`config.mk`:
```
export PLATFORM = sky130hd
export DESIGN_NAME = bcd_scan_counter
export DESIGN_NICKNAME = d
export VERILOG_FILES = /design/src/rtl/bcd_scan_counter.sv
export SDC_FILE = /design/constraint.sdc
export NUM_CORES = 1
export LEC_CHECK = 0
export ABC_AREA = 0
export CORE_ASPECT_RATIO = 1.5
export CORE_MARGIN = 8
export CORE_UTILIZATION = 57
export DETAILED_ROUTE_END_ITERATION = 8
export GPL_ROUTABILITY_DRIVEN = 0
export GPL_TIMING_DRIVEN = 0
export PLACE_DENSITY = 0.9
export SYNTH_ARGS = -nofsm -noshare
export SYNTH_HDL_FRONTEND = slang
export SYNTH_SLANG_ARGS = --single-unit
```
`constraint.sdc`:
```
create_clock -name clk -period 3.2 [get_ports clk]
set_input_delay 0.32 -clock clk [delete_from_list [all_inputs] [get_ports clk]]
set_output_delay 0.32 -clock clk [all_outputs]
set_load 0.005 [all_outputs]
```
`src/rtl/bcd_scan_counter.sv`:
```
// Four-digit BCD up/down counter with start/stop/clear/load control and a
// multiplexed digit scanner driving a shared 7-segment decoder.
module bcd_scan_counter #(
  parameter int TICK_DIV = 50000000,
  parameter int SCAN_DIV = 50000,
  parameter bit LZ_BLANK = 1'b1
) (
  input  logic        clk,
  input  logic        rst,
  input  logic        start,
  input  logic        stop,
  input  logic        clear,
  input  logic        load,
  input  logic [15:0] load_val,
  input  logic        up,
  output logic [3:0]  bcd_out,
  output logic        en_out,
  output logic [3:0]  digit_sel,
  output logic [15:0] count,
  output logic        running,
  output logic        carry
);

  localparam int PW = (TICK_DIV > 2) ? $clog2(TICK_DIV) : 1;
  localparam int SW = (SCAN_DIV > 2) ? $clog2(SCAN_DIV) : 1;

  typedef enum logic {IDLE, RUN} state_t;

  state_t        state_reg, state_next;
  logic [PW-1:0] presc_reg, presc_next;
  logic [15:0]   count_reg, count_next;
  logic          carry_reg, carry_next;
  logic [15:0]   inc_val, dec_val, load_clean;
  logic [4:0]    inc_c, dec_b, zero_from;
  logic          tick;

  logic [SW-1:0] scan_reg;
  logic [1:0]    idx_reg, idx_next;
  logic [3:0]    digit_sel_reg;
  logic [3:0]    bcd_reg;
  logic          en_reg;
  logic          scan_wrap;

  assign inc_c[0]     = 1'b1;
  assign dec_b[0]     = 1'b1;
  assign zero_from[4] = 1'b1;

  // Per-digit ripple carry/borrow, load sanitising and leading-zero detection.
  generate
    for (genvar gi = 0; gi < 4; gi++) begin : g_digit
      logic [3:0] d;
      assign d = count_reg[gi*4 +: 4];
      assign inc_val[gi*4 +: 4] = inc_c[gi] ? ((d == 4'd9) ? 4'd0 : d + 4'd1) : d;
      assign inc_c[gi+1]        = inc_c[gi] && (d == 4'd9);
      assign dec_val[gi*4 +: 4] = dec_b[gi] ? ((d == 4'd0) ? 4'd9 : d - 4'd1) : d;
      assign dec_b[gi+1]        = dec_b[gi] && (d == 4'd0);
      assign load_clean[gi*4 +: 4] = (load_val[gi*4 +: 4] > 4'd9) ? 4'd0 : load_val[gi*4 +: 4];
      assign zero_from[gi] = zero_from[gi+1] && (count_next[gi*4 +: 4] == 4'd0);
    end
  endgenerate

  assign tick = (state_reg == RUN) && (presc_reg == PW'(TICK_DIV - 1));

  always_comb begin
    state_next = state_reg;
    presc_next = presc_reg;
    count_next = count_reg;
    carry_next = 1'b0;
    if (clear) begin
      count_next = 16'h0000;
      presc_next = '0;
    end else if (load) begin
      count_next = load_clean;
      presc_next = '0;
    end else begin
      if (tick) begin
        count_next = up ? inc_val : dec_val;
        carry_next = up ? inc_c[4] : dec_b[4];
      end
      if (stop)
        state_next = IDLE;
      else if (start)
        state_next = RUN;
      // Prescaler only advances while staying in RUN; entry and exit both zero it.
      if (state_reg == IDLE || state_next == IDLE || tick)
        presc_next = '0;
      else
        presc_next = presc_reg + PW'(1);
    end
  end

  assign scan_wrap = (scan_reg == SW'(SCAN_DIV - 1));
  assign idx_next  = scan_wrap ? idx_reg + 2'd1 : idx_reg;

  always_ff @(posedge clk) begin
    if (rst) begin
      state_reg     <= IDLE;
      presc_reg     <= '0;
      count_reg     <= 16'h0000;
      carry_reg     <= 1'b0;
      scan_reg      <= '0;
      idx_reg       <= 2'd0;
      digit_sel_reg <= 4'b1110;
      bcd_reg       <= 4'd0;
      en_reg        <= 1'b1;
    end else begin
      state_reg <= state_next;
      presc_reg <= presc_next;
      count_reg <= count_next;
      carry_reg <= carry_next;
      scan_reg  <= scan_wrap ? '0 : scan_reg + SW'(1);
      idx_reg   <= idx_next;
      // Slot outputs latch the count being registered on this same edge.
      if (scan_wrap) begin
        digit_sel_reg <= ~(4'b0001 << idx_next);
        bcd_reg       <= count_next[{idx_next, 2'b00} +: 4];
        en_reg        <= !(LZ_BLANK && (idx_next != 2'd0) && zero_from[idx_next]);
      end
    end
  end

  assign count     = count_reg;
  assign carry     = carry_reg;
  assign running   = (state_reg == RUN);
  assign digit_sel = digit_sel_reg;
  assign bcd_out   = bcd_reg;
  assign en_out    = en_reg;

endmodule

```
==> impl_metrics.json <==
{
  "status": "complete, but fails checks",
  "violations": "DRC",
  "numPortBuffers": 48,
  "syn_nets": 589,
  "worst_r2r_path_depth": 9,
  "nets": 649,
  "path_clk_slew_ns": 0.05,
  "post_drt_via_cell_ratio": 6.452,
  "fin_crit_ns": 3.110,
  "antenna_found_initial": 0,
  "worstPathMaxFanout": 7,
  "numCtsBuffers": 9,
  "gr-total-overflow": 0,
  "area_growth_pct": 21.32,
  "pin_count": 50,
  "cp.arrival_ns": 3.37,
  "die_x_um": 88.47,
  "initial_core_util_pct": 58.99,
  "yosysWarnings": 0,
  "timing.critical_path.to_type": "flop",
  "num_rows": 39,
  "async_flop_share_pct": 0,
  "grt_util_all_layers_pct": 24.69,
  "crit_slowest_cell": "or3b_2",
  "layout_common_cells": "nor2_1 (84), dfxtp_1 (71), clkdlybuf4s50_1 (48)",
  "postRouteAntennaNets": 0,
  "cts_hold_buf": 0,
  "synthesis.area_um2": 4491,
  "finClkSkew_ns": 0.006187,
  "drt_wl_total_mm": 13.41,
  "cts_buffer_depth": 2,
  "cp_data_required_time_ns": 3.46,
  "cts_tree": "done",
  "layout_commonest_cell": "nor2_1",
  "wl_per_cell_um": 18.81,
  "cts_htree_levels": 3,
  "die_h_um": 124.7,
  "hpwl_mm": 9.967,
  "cts.sink_count": 71,
  "grt_use_met2_pct": 41.37,
  "antenna_cells": 0,
  "dieArea_um2": 11030,
  "drive_gt1_share_pct": 8.347,
  "crit_type": "flop to flop",
  "utilization_pct": 71.56,
  "fmax_mhz": 321.5,
  "syn_inst": 548,
  "cp-start-kind": "flop",
  "crit_chain": "inv_2 > ha_2 > or3b_2 > a2111oi_4 > a22oi_1 > o221a_1 > or2_1 > mux4_2 > a211oi_2",
  "hold_path.class": "flop to flop",
  "vias": 4600,
  "synth.distinct_cells": 83,
  "clk_latency_ns": 0.33,
  "setup_viol": 0,
  "seq_area_frac_synth_pct": 31.65,
  "grt_pass1_wl_mm": 21.59,
  "root_buffer": "clkbuf_16",
  "drtPass1Iterations": 7,
  "power.density_nw_per_um2": 376.7,
  "use_met3_pct": 8.256,
  "grt_use_met1_pct": 24.06,
  "pre_cts_ws_ns": -0.06616,
  "worst_pin_slew_ns": 0.9303,
  "drt_first_iter_violations": 379,
  "whs_path_depth": 1,
  "fin_crit_sh_pct": 97.19,
  "grt_max_degree": 11,
  "critical_path.max_stage_delay_ns": 0.54,
  "tns_ns": 0,
  "largest_reg_flops": 26,
  "core_area_um2": 7612,
  "busiest_layer": "met2",
  "drc_errors": 1,
  "final_max_slew_viol_count": 0,
  "leakage_uw": 0.001855,
  "ys.flop_type": "dfxtp_1",
  "hold_viol_final": 0,
  "slew_headroom_pct": 37.50,
  "first_global_vias": 4572,
  "peakVddDrop_v": 0.0005193,
  "synth_edf_count": 0,
  "syn_area_per_cell_um2": 8.194,
  "cap_violations": 0,
  "setup_ws_ns": 0.08985,
  "synth-seq-cells": 71
}
-- cell usage after synthesis (all sizes together) (3+ instances only) --
cell / count / share of area (%)
or3: 4 / 0.56
a211oi: 11 / 2.0
ha: 18 / 5.0
nand3: 24 / 3.1
nand2b: 8 / 1.1
a31oi: 6 / 0.84
o211ai: 5 / 0.84
o21a: 4 / 0.67
nor2: 86 / 7.6
dfxtp: 71 / 32
nand2: 30 / 2.6
nand3b: 5 / 0.84
mux4: 3 / 1.5
xor2: 17 / 3.3
inv: 29 / 2.4
a21oi: 21 / 2.3
and4: 4 / 0.78
a2111oi: 4 / 1.2
a21o: 3 / 0.50
nand4: 15 / 2.1
or2: 5 / 0.70
nor4b: 4 / 0.92
o311a: 4 / 0.89
o311ai: 3 / 0.59
clkbuf: 23 / 2.0
and3: 5 / 0.70
nor4: 15 / 2.5
a311oi: 3 / 0.59
nor3: 15 / 1.7
o31ai: 3 / 0.50
o21ai: 19 / 2.1
nor2b: 3 / 0.42
buf: 4 / 0.72
and3b: 4 / 0.78
nor3b: 6 / 1.2
xnor2: 21 / 4.1
-- cell families after synthesis --
logic type               after synthesis  share of synthesized area, %
adder cells (fa/ha/maj)               18                         5.015
multiplexers                           5                         1.978
buffers and inverters                 56                         5.099
XOR/XNOR                              38                         7.412
AO/OA/AOI/OAI                        114                         18.70
flip-flops                            71                         31.65
AND/OR/NAND/NOR                      246                         30.15
-- final cells by class --
type | instances | area, um2
multi-input combinational | 421 | 2898
fill | 583 | 2165
sequential | 71 | 1421
timing repair buffer | 49 | 488.0
clock buffer | 14 | 284.0
tap | 102 | 127.6
buffer | 27 | 120.1
inverter | 29 | 108.9
-- through the flow --
stage | hold slack [ns] | instances | total power, uW | area, um2
after CTS | 0.4607 | 712 | 2051 | 5391
after detailed placement | 0.4387 | 698 | 1114 | 5099
after global routing | 0.4901 | 713 | 2119 | 5448
final | 0.4571 | 713 | 2052 | 5448
after floorplan | 0.4166 | 548 | 1034 | 4491
after global placement | 0.4269 | 698 | 1109 | 5099
-- timing repair --
| action | CTS | global route |
|---|---|---|
| buffers inserted | 0 | 1 |
| pin swaps | 0 | 1 |
| cloned | 0 | 0 |
| resized for setup | 1 | 13 |
| setup endpoints to repair | 1 | 3 |
-- routing by layer --
metal | routed length, um | up-vias
met5 | 0 | -
met4 | 784 | 0
met3 | 953 | 76
met2 | 6839 | 265
met1 | 4834 | 2136
li1 | - | 2123
-- where the power goes --
group	total (uW)	internal (uW)	switching, uW
clock network	940	600	340
logic	207	90.0	117
registers	905	894	11.3
-- path summary, 6_finish.rpt --
| kind | startpoint | to | slack, ns |
|---|---|---|---|
| worst max register to register | count[4]$_SDFF_PP0_ | bcd_out[1]$_SDFFE_PP0P_ | 0.09 |
| worst max-delay path | count[4]$_SDFF_PP0_ | bcd_out[1]$_SDFFE_PP0P_ | 0.09 |
| worst min-delay path | scan_reg[0]$_SDFF_PP0_ | scan_reg[0]$_SDFF_PP0_ | 0.46 |
| worst min register to register | scan_reg[0]$_SDFF_PP0_ | scan_reg[0]$_SDFF_PP0_ | 0.46 |
-- critical path: cells and delay by family, from the launching register on --
| family | cells | cell delay (ns) |
|---|---|---|
| mux | 1 | 0.49 |
| flops | 1 | 0.40 |
| compound gates | 4 | 1.00 |
| buf+inv | 1 | 0.13 |
| fa+ha+maj | 1 | 0.21 |
| simple gates | 2 | 0.81 |
Power figures use the tool's default switching activity.
